**src/rtl/bitmask_encoder_seq_if.sv**
```systemverilog
// bitmask_encoder_seq_if: handshake bundle between a mask producer, the encoder and an index consumer
interface bitmask_encoder_seq_if #(
    parameter int N = 16,
    parameter int W = 4
);
    logic         in_valid;
    logic         in_ready;
    logic [N-1:0] in_vec;
    logic         out_valid;
    logic         out_ready;
    logic [W-1:0] out_idx;
    logic         out_last;
    logic         zero_drop;
    modport master (
        output in_valid, in_vec, out_ready,
        input  in_ready, out_valid, out_idx, out_last, zero_drop
    );
    modport slave (
        input  in_valid, in_vec, out_ready,
        output in_ready, out_valid, out_idx, out_last, zero_drop
    );
endinterface

```
**src/rtl/bitmask_encoder_seq.sv**
```systemverilog
// bitmask_encoder_seq: streams the index of every set bit of an accepted mask, lowest first
module bitmask_encoder_seq #(
    parameter int N = 16,
    parameter int W = 4
) (
    input logic                   clk,
    input logic                   rst,
    bitmask_encoder_seq_if.slave  bus
);
    typedef enum logic {IDLE, EMIT} state_t;
    state_t       state_q, state_d;
    logic [N-1:0] pending_q, pending_d;
    logic         zero_drop_q, zero_drop_d;
    logic [W-1:0] idx;
    logic         in_ready, out_valid, out_last, accept, beat;
    // lowest set bit of the pending mask; scanning downward lets the lowest hit win
    always_comb begin
        idx = '0;
        for (int i = N - 1; i >= 0; i--)
            if (pending_q[i]) idx = W'(i);
    end
    // handshake decode, next pending mask and next state
    always_comb begin
        state_d     = state_q;
        pending_d   = pending_q;
        zero_drop_d = 1'b0;
        in_ready    = (state_q == IDLE) & ~rst;
        out_valid   = (state_q == EMIT) & ~rst;
        out_last    = out_valid & (pending_q != '0) & ((pending_q & (pending_q - 1'b1)) == '0);
        accept      = bus.in_valid & in_ready;
        beat        = out_valid & bus.out_ready;
        if (accept) begin
            zero_drop_d = (bus.in_vec == '0);
            pending_d   = bus.in_vec;
            state_d     = (bus.in_vec == '0) ? IDLE : EMIT;
        end
        if (beat) begin
            pending_d = pending_q & ~(N'(1) << idx);
            state_d   = out_last ? IDLE : EMIT;
        end
    end
    // state, pending mask and the registered zero-drop pulse
    always_ff @(posedge clk) begin
        if (rst) begin
            state_q     <= IDLE;
            pending_q   <= '0;
            zero_drop_q <= 1'b0;
        end else begin
            state_q     <= state_d;
            pending_q   <= pending_d;
            zero_drop_q <= zero_drop_d;
        end
    end
    assign bus.in_ready  = in_ready;
    assign bus.out_valid = out_valid;
    assign bus.out_idx   = idx;
    assign bus.out_last  = out_last;
    assign bus.zero_drop = zero_drop_q;
endmodule

```
**src/flat_wrapper.sv**
```systemverilog
// flat-port wrapper written by rule: the top's interface ports become plain ports
module bitmask_encoder_seq_flat 
#(
    parameter int N = 16,
    parameter int W = 4
)
  (clk, rst, bus_in_valid, bus_in_vec, bus_out_ready, bus_in_ready, bus_out_valid, bus_out_idx, bus_out_last, bus_zero_drop);
  bitmask_encoder_seq_if #(.N(N), .W(W)) bus_i ();
  input logic clk;
  input logic rst;
  input wire logic [$bits(bus_i.in_valid)-1:0] bus_in_valid;
  input wire logic [$bits(bus_i.in_vec)-1:0] bus_in_vec;
  input wire logic [$bits(bus_i.out_ready)-1:0] bus_out_ready;
  output wire logic [$bits(bus_i.in_ready)-1:0] bus_in_ready;
  output wire logic [$bits(bus_i.out_valid)-1:0] bus_out_valid;
  output wire logic [$bits(bus_i.out_idx)-1:0] bus_out_idx;
  output wire logic [$bits(bus_i.out_last)-1:0] bus_out_last;
  output wire logic [$bits(bus_i.zero_drop)-1:0] bus_zero_drop;
  assign bus_i.in_valid = bus_in_valid;
  assign bus_i.in_vec = bus_in_vec;
  assign bus_i.out_ready = bus_out_ready;
  assign bus_in_ready = bus_i.in_ready;
  assign bus_out_valid = bus_i.out_valid;
  assign bus_out_idx = bus_i.out_idx;
  assign bus_out_last = bus_i.out_last;
  assign bus_zero_drop = bus_i.zero_drop;
  bitmask_encoder_seq #(.N(N), .W(W)) u_core (.clk(clk), .rst(rst), .bus(bus_i));
endmodule
```
**config.mk**
```make
export PLATFORM = sky130hd
export DESIGN_NAME = bitmask_encoder_seq_flat
export DESIGN_NICKNAME = d
export VERILOG_FILES = /design/src/rtl/bitmask_encoder_seq_if.sv /design/src/rtl/bitmask_encoder_seq.sv /design/src/flat_wrapper.sv
export SDC_FILE = /design/constraint.sdc
export NUM_CORES = 1
export LEC_CHECK = 0
export ABC_AREA = 1
export BUFFER_PORTS_ARGS = -buffer_cell sky130_fd_sc_hd__buf_2
export CORE_UTILIZATION = 25
export CTS_CLUSTER_SIZE = 20
export DETAILED_ROUTE_END_ITERATION = 8
export HOLD_SLACK_MARGIN = 0.03
export PLACE_DENSITY = 0.53
export SLEW_MARGIN = 20
export SYNTH_ARGS = -nofsm -noshare
export SYNTH_HDL_FRONTEND = slang
export SYNTH_SLANG_ARGS = --single-unit
```
**constraint.sdc**
```tcl
create_clock -name clk -period 1.6 [get_ports clk]
set_input_delay 0.08 -clock clk [delete_from_list [all_inputs] [get_ports clk]]
set_output_delay 0.08 -clock clk [all_outputs]
set_load 0.01 [all_outputs]
```
=== Word level (Yosys, flattened, before mapping) ===
Index checks and enable logic that the tools add are counted.

* Add/subtract/negate cells: 1
* Shifts and indexed selects: 1
* Multiplexer cells: 22
* Bitwise gates (word level): 12
* Reduce and logical (&&, ||, !) cells: 5

{| class="wikitable"
|+ Operator list
! operator !! count
|-
| $mux 4 || 16
|-
| $and 16x16->16 || 2
|-
| $logic_not 16->1 || 2
|-
| $mux 16 || 2
|-
| $not 16->16 || 1
|-
| $reduce_bool 16->1 || 1
|-
| $shl 1x4->16 const A || 1
|-
| $sub 16x1->16 const B || 1
|-
| $and 1x1->1 || 6
|-
| $mux 1 || 4
|-
| $not 1->1 || 3
|-
| $reduce_bool 2->1 || 1
|-
| $reduce_or 2->1 || 1
|}

* Register bits: 18
* Input bits: 20
* Output and inout port bits: 8
* Logic and storage cells: 44

=== Logic depth before layout (Yosys ltp) ===
Gate-level depths: netlist (run 1).

* Depth after elaboration: 20
* Depth in mapped cells: 15
* Mapped depth without buffers: 15

=== Least setup slack after synthesis (run 1) ===
OpenSTA, ideal clock, no wires.

* Path type: reg-to-output
* Start: reg u_core.pending_q[6]
* End: out bus_out_last
* Data arrival time: 1309 ps
* Setup slack: 211 ps
* Cell stages (with the launch flop): 11
* Cell sequence: dfxtp_1 nor2_2 nand2_2 nor2_4 inv_2 nor2_8 nand2_2 o21ai_2 inv_1 nor2_2 and3_1

* Cells in the longest elaborated chain, start to end: 4

{| class="wikitable"
|+ Ends and longest elaborated chain
! element !! RTL line !! source
|-
| start: declaration || bitmask_encoder_seq.sv:12 || <nowiki>logic [N-1:0] pending_q, pending_d;</nowiki>
|-
| start signal: assignment || bitmask_encoder_seq.sv:50 || <nowiki>pending_q <= pending_d;</nowiki>
|-
| $sub 16x1->16 || bitmask_encoder_seq.sv:29 || <nowiki>out_last = out_valid & (pending_q != '0) & ((pending_q & (pending_q - 1'b1)) == '0);</nowiki>
|-
| $and 16x16->16 || bitmask_encoder_seq.sv:29 ||
|-
| $logic_not 16->1 || bitmask_encoder_seq.sv:29 ||
|-
| $and 1x1->1 * || bitmask_encoder_seq.sv:29 ||
|-
| end: declaration || flat_wrapper.sv:17 || <nowiki>output wire logic [$bits(bus_i.out_last)-1:0] bus_out_last;</nowiki>
|}

Every way passes the cells marked *; elsewhere a longest branch is shown, timed or not.

=== Worst setup path in the final report (run 1) ===
* Start: reg u_core.pending_q[3]
* End: out bus_out_last

Same word-level chain as after synthesis.

==> summary.txt, run 1 <==
CTS tree: built
DRC Markers: 0
Setup CP Type: reg2out
CP arrival: 1710 ps
final slew viol count: 0
beginning of the critical path: u_core.pending_q[3]$_SDFFE_PP0P_
Final WS setup: -186 ps
dpl hpwl: 2.72 mm
CP endpoint: bus_out_last
Final Cell Area: 1630 um^2
VDD IR max: 0.389 mV
crit share post-route: 112%
number of flops mapped to enable cells by yosys: 0
final WL: 3.49 mm
CP most frequent cell: nor2_4
row count: 24
n_diodes: 0
dpl cells: 278
RD Place Congestion: 0.788
Final setup viols: 2
# nets final: 256
pwr dens: 954 nW/um^2
crit start category: flip-flop
fraction of registers with async set/reset: 0%
GRT Util Overall: 14.3%
first-pass GRT wire length: 5.64 mm
Clock Tree Buf Depth: 2
area grow syn2layout: 34.8%
Seq/Total Area, Yosys: 29.9%
Pwr Total: 0.00155 W
clock latency on the worst-skew pair: 260 ps
cts bufs inserted: 3
R2R Setup Slk: 150 ps
I/O Pins: 28
Via-to-Cell Ratio: 4.83
RR Endpoint: u_core.state_q$_SDFFE_PP0P_
Root Driver: clkbuf_8
worst rel slew slack: 73.6%
mean routed wirelength per cell: 12.2 um
HP Class: in2reg
htree depth: 1
final core utilization: 36.1%
TritonCTS Sinks: 18
grt total ovfl: 0
core area: 4500 um^2
wl on met1: 1.71 mm
DR WL met2: 1.53 mm
pre-CTS worst setup slack: 14.9 ps
unrepaired setup endpoints after global routing: yes
Max-Cap Viols: 0
vias in the first global route: 1,256
r2r startpoint: u_core.pending_q[3]$_SDFFE_PP0P_
synth unique cells: 28
Fin. Hold Viols: 0
Syn Inst Count: 191
failing checks: negative setup slack
DR iter-0 viols: 61
mapped cell area: 1210 um^2
Final Critical Period: 1790 ps
syn avg cell area: 6.31 um^2
DR pass1 iterations: 4
nature of the critical path endpoint: primary output
Die ar.: 5110 um^2
initial cell density of the core: 26.8%
status: complete, but fails checks
IO buf count: 27
Worst Tran Pin Value: 392 ps
required time of the critical path: 1520 ps
largest net degree at the start of global routing: 18
placed inst area: 1480 um^2
reg2reg path depth: 12
Die X: 71.5 um
CP max stage cell: dfxtp_2
Routed Antenna Nets: 0
leakage power total: 0.779 nW
largest stage delay on the critical path: 350 ps
initial antenna violation count: 0
Non-Filler Instances: 287
Top FF cell, synth: dfxtp_1
fmax: 0.560 GHz
CP cell instances: nor2_4 > nand2_4 > nor2_4 > inv_4 > nor2_8 > nand2_2 > o21ai_2 > inv_1 > nor2_2 > and3_1 > buf_2
Final Skew: 6.45 ps
fraction of layout cells with a size suffix above 1: 35.3%
crit-path max FO: 4
die height: 71.5 um
vias: 1,385
Reg clk slew, reported paths: 80 ps
total nets after synthesis: 211
synth warn: 0
flops & latches, synth: 18
met3 WL: 162 um
Max Used Layer: met4
cells in the final DEF (no fill, tap or decap), types with 2 or more instances in the layout:
master and instances:
nand2_1 36, nand4_1 5, nor2_1 19, nor3_1 4, o21ai_0 15, o21ai_1 10
nor2_4 5, a21oi_1 14, dfxtp_1 10, dfxtp_4 3, a211oi_1 4, o221ai_1 2
inv_2 6, buf_2 27, nor4_1 4, clkbuf_8 4, buf_4 18, inv_1 18
nor2_2 4, dfxtp_2 5, nand2_2 5, nand3_1 6
what timing repair did:
action | in CTS | in global routing
hold buffers | 0 | 0
endpoints found under the setup margin | 3 | 5
gates resized for setup | 8 | 15
setup buffers | 2 | 3
pin swaps | 2 | 4
gates cloned | 0 | 0
endpoints found under the hold margin | 0 | 0
cell type report:
class / instances / area, um^2
clock buffers: 4 / 55.1
repair buffers: 45 / 270
flip-flops and latches: 18 / 378
multi-input cells: 142 / 756
well taps: 52 / 65.1
inverters: 26 / 101
fillers: 496 / 2880
critical path: cells and delay by family, from the launching register on:
family          cells  cell delay, ps
simple gates        7             740
flops               1             350
compound gates      1             100
buf+inv             3             250
synthesized netlist by cell type (all sizes together), types with 2 or more instances:
cell | n | area share [%]
nor2 | 29 | 13
dfxtp | 18 | 30
nor4 | 4 | 2.1
inv | 25 | 7.8
nand2 | 42 | 14
a211oi | 4 | 2.5
clkbuf | 4 | 1.2
a21oi | 14 | 5.8
nor3 | 5 | 2.1
nand4 | 5 | 2.6
o21ai | 26 | 11
o221ai | 2 | 1.5
nand3 | 6 | 2.5
kinds of logic after synthesis:
| kind of cell | Yosys count | synth area share, % |
|---|---|---|
| AND/OR/NAND/NOR | 92 | 36.9 |
| buffers and inverters | 31 | 9.75 |
| AO/OA/AOI/OAI | 50 | 23.4 |
| flip-flops | 18 | 29.9 |
state kept, by name (all words and copies together), names as in the netlist:
name and count:
u_core.bus.zero_drop 1, u_core.pending_q 16, u_core.state_q 1
worst min-delay path by stage:
stage                             start  slack (ps)  cells after the start                               end
after floorplan                     rst         220                      1                      bus_in_ready
after global placement    bus_in_vec[4]         380                      3  u_core.pending_q[4]$_SDFFE_PP0P_
after detailed placement  bus_in_vec[4]         370                      3  u_core.pending_q[4]$_SDFFE_PP0P_
after CTS                 bus_in_vec[4]         100                      3  u_core.pending_q[4]$_SDFFE_PP0P_
after global routing      bus_in_vec[3]         120                      3  u_core.pending_q[3]$_SDFFE_PP0P_
final                     bus_in_vec[4]         100                      3  u_core.pending_q[4]$_SDFFE_PP0P_
metal layers:
| layer | global-route usage [%] | vias to the layer above |
|---|---|---|
| li1 | - | 731 |
| met1 | 20.4 | 605 |
| met2 | 20.6 | 41 |
| met3 | 2.11 | 8 |
| met4 | 7.63 | 0 |
| met5 | 0 | - |
where the power goes:
part	switching [W]	total (W)	internal (W)
Sequential	0.0000450	0.000539	0.000494
Combinational	0.000363	0.000623	0.000259
Clock	0.000170	0.000389	0.000219
Total	0.000579	0.00155	0.000973
metrics by stage:
stage / hold slack [ps] / TNS [ps]
after floorplan: 217 / 0
after global placement: 377 / -10.6
after detailed placement: 373 / 0
after CTS: 97.3 / -265
after global routing: 115 / -609
final: 102 / -234
(Power assumes the default switching activity.)
==> run 2: changes to the inputs <==
--- a/config.mk
+++ b/config.mk
@@ -6,7 +6,7 @@
 export NUM_CORES = 1
 export LEC_CHECK = 0
 export ABC_AREA = 1
-export BUFFER_PORTS_ARGS = -buffer_cell sky130_fd_sc_hd__buf_2
+export BUFFER_PORTS_ARGS = -buffer_cell sky130_fd_sc_hd__buf_4
 export CORE_UTILIZATION = 25
 export CTS_CLUSTER_SIZE = 20
 export DETAILED_ROUTE_END_ITERATION = 8
==> summary.txt, run 2 (synthesis results as in run 1) <==
Worst Tran Pin Value: 406 ps (was 392 ps)
row count: 24 (unchanged)
Non-Filler Instances: 288 (was 287)
status: complete, but fails checks (unchanged)
setup TNS: -328 ps (was -234 ps)
Final Critical Period: 1810 ps (was 1790 ps)
core area: 4500 um^2 (unchanged)
HP Class: in2reg (unchanged)
hold path depth: 3 (unchanged)
Max-Cap Viols: 0 (unchanged)
vias: 1,392 (was 1,385)
Root Driver: clkbuf_8 (unchanged)
DR pass1 iterations: 4 (unchanged)
Most flops, register: u_core.pending_q (unchanged)
Final WS setup: -212 ps (was -186 ps)
r2r startpoint: u_core.pending_q[10]$_SDFFE_PP0P_ (was u_core.pending_q[3]$_SDFFE_PP0P_)
IO buf count: 27 (unchanged)
commonest non-fill, non-tap cell in the layout: buf_4 (was nand2_1)
worst rel slew slack: 72.7% (was 73.6%)
WHS Endpoint: u_core.pending_q[3]$_SDFFE_PP0P_ (was u_core.pending_q[4]$_SDFFE_PP0P_)
nature of the critical path endpoint: primary output (unchanged)
initial cell density of the core: 26.8% (unchanged)
# nets final: 257 (was 256)
required time of the critical path: 1520 ps (about the same)
R2R Setup Slk: 140 ps (was 150 ps)
Reg clk slew, reported paths: 70 ps (was 80 ps)
fraction of layout cells with a size suffix above 1: 36.4% (was 35.3%)
crit-path max FO: 4 (unchanged)
n_diodes: 0 (unchanged)
CTS tree: built (unchanged)
Final setup viols: 3 (was 2)
grt total ovfl: 0 (unchanged)
vias in the first global route: 1,391 (was 1,256)
leakage power total: 0.803 nW (was 0.779 nW)
Setup CP Type: reg2out (unchanged)
DRC Markers: 0 (unchanged)
max FFs per register: 16 (unchanged)
hold_sp: bus_in_vec[3] (was bus_in_vec[4])
largest net degree at the start of global routing: 18 (unchanged)
I/O Pins: 28 (unchanged)
CP arrival: 1730 ps (was 1710 ps)
final WL: 3.66 mm (was 3.49 mm)
RR Endpoint: u_core.state_q$_SDFFE_PP0P_ (unchanged)
most frequent cells in the layout: buf_4, nand2_1, nor2_1 (was nand2_1, buf_2, nor2_1)
Final Skew: 1.90 ps (was 6.45 ps)
reg2reg path depth: 10 (was 12)
Die X: 71.5 um (unchanged)
clock latency on the worst-skew pair: 260 ps (about the same)
area grow syn2layout: 41.9% (was 34.8%)
pwr dens: 936 nW/um^2 (was 954 nW/um^2)
dpl hpwl: 2.78 mm (was 2.72 mm)
Pwr Total: 0.00160 W (was 0.00155 W)
Routed Antenna Nets: 0 (unchanged)
final slew viol count: 0 (unchanged)
fmax: 0.552 GHz (was 0.560 GHz)
mean routed wirelength per cell: 12.7 um (was 12.2 um)
Die ar.: 5110 um^2 (unchanged)
crit share post-route: 113% (was 112%)
TritonCTS Sinks: 18 (unchanged)
Via-to-Cell Ratio: 4.83 (about the same)
RD Place Congestion: 0.793 (was 0.788)
Fin. Hold Viols: 0 (unchanged)
die height: 71.5 um (unchanged)
crit start category: flip-flop (unchanged)
unrepaired setup endpoints after global routing: yes (unchanged)
pre-CTS worst setup slack: 8.24 ps (was 14.9 ps)
placed inst area: 1550 um^2 (was 1480 um^2)
DR iter-0 viols: 105 (was 61)
Clock Tree Buf Depth: 2 (unchanged)
cts bufs inserted: 3 (unchanged)
failing checks: negative setup slack (unchanged)
Final Cell Area: 1710 um^2 (was 1630 um^2)
initial antenna violation count: 0 (unchanged)
first-pass GRT wire length: 6.24 mm (was 5.64 mm)
htree depth: 1 (unchanged)
GRT Util Overall: 15.5% (was 14.3%)
VDD IR max: 0.377 mV (was 0.389 mV)
dpl cells: 278 (unchanged)
run 2: what timing repair did:
| item | 4_1_cts | 5_1_grt |
|---|---|---|
| hold endpoints to repair | 0 | 0 |
| resized for setup | 18 | 10 |
| endpoints found under the setup margin | 3 | 4 |
| pin swaps | 5 | 4 |
| hold buffers | 0 | 0 |
| setup buffers | 2 | 4 |
run 2: worst max-delay path by stage:
stage	to	start	slack [ps]
2_1_floorplan	bus_out_last	u_core.pending_q[6]$_SDFFE_PP0P_	210
3_3_place_gp	bus_out_last	u_core.pending_q[3]$_SDFFE_PP0P_	10
3_5_place_dp	bus_out_last	u_core.pending_q[3]$_SDFFE_PP0P_	8
4_1_cts	bus_out_last	u_core.pending_q[1]$_SDFFE_PP0P_	-220
5_1_grt	bus_out_last	u_core.pending_q[7]$_SDFFE_PP0P_	-330
6_report	bus_out_last	u_core.pending_q[10]$_SDFFE_PP0P_	-210
run 2: critical path, cell delays in order (launching register included):
cell     delay [ps]
dfxtp_1         310
nor2_1          260
nand2_2         150
nor2_8          150
nand2_2          70
o21ai_2         100
inv_1            60
nor2_2           90
and3_4          190
buf_6           100
run 2: metrics by stage:
step / util (%) / hold WS, ps
2_1_floorplan: - / 217
3_3_place_gp: 34.4 / 371
3_5_place_dp: 34.4 / 380
4_1_cts: 36.9 / 103
5_1_grt: 38.0 / 112
6_report: 38.0 / 104
run 2: area by class of cell:
class | count | area, um^2
Sequential cell | 18 | 384
Multi-Input combinational cell | 142 | 757
Tap cell | 52 | 65.1
Timing Repair Buffer | 46 | 349
Inverter | 26 | 101
Fill cell | 477 | 2790
Clock buffer | 4 | 55.1
run 2: layer usage:
| layer | wire length (um) | vias up | GRT usage (%) |
|---|---|---|---|
| li1 | - | 727 | - |
| met1 | 1910 | 622 | 22.1 |
| met2 | 1520 | 36 | 23.7 |
| met3 | 144 | 7 | 1.55 |
| met4 | 81 | 0 | 6.75 |
| met5 | 0 | - | 0 |
run 2: report_power, final:
| group | switching [W] | internal (W) |
|---|---|---|
| sequential | 0.0000415 | 0.000494 |
| combinational | 0.000381 | 0.000293 |
| clock | 0.000172 | 0.000219 |
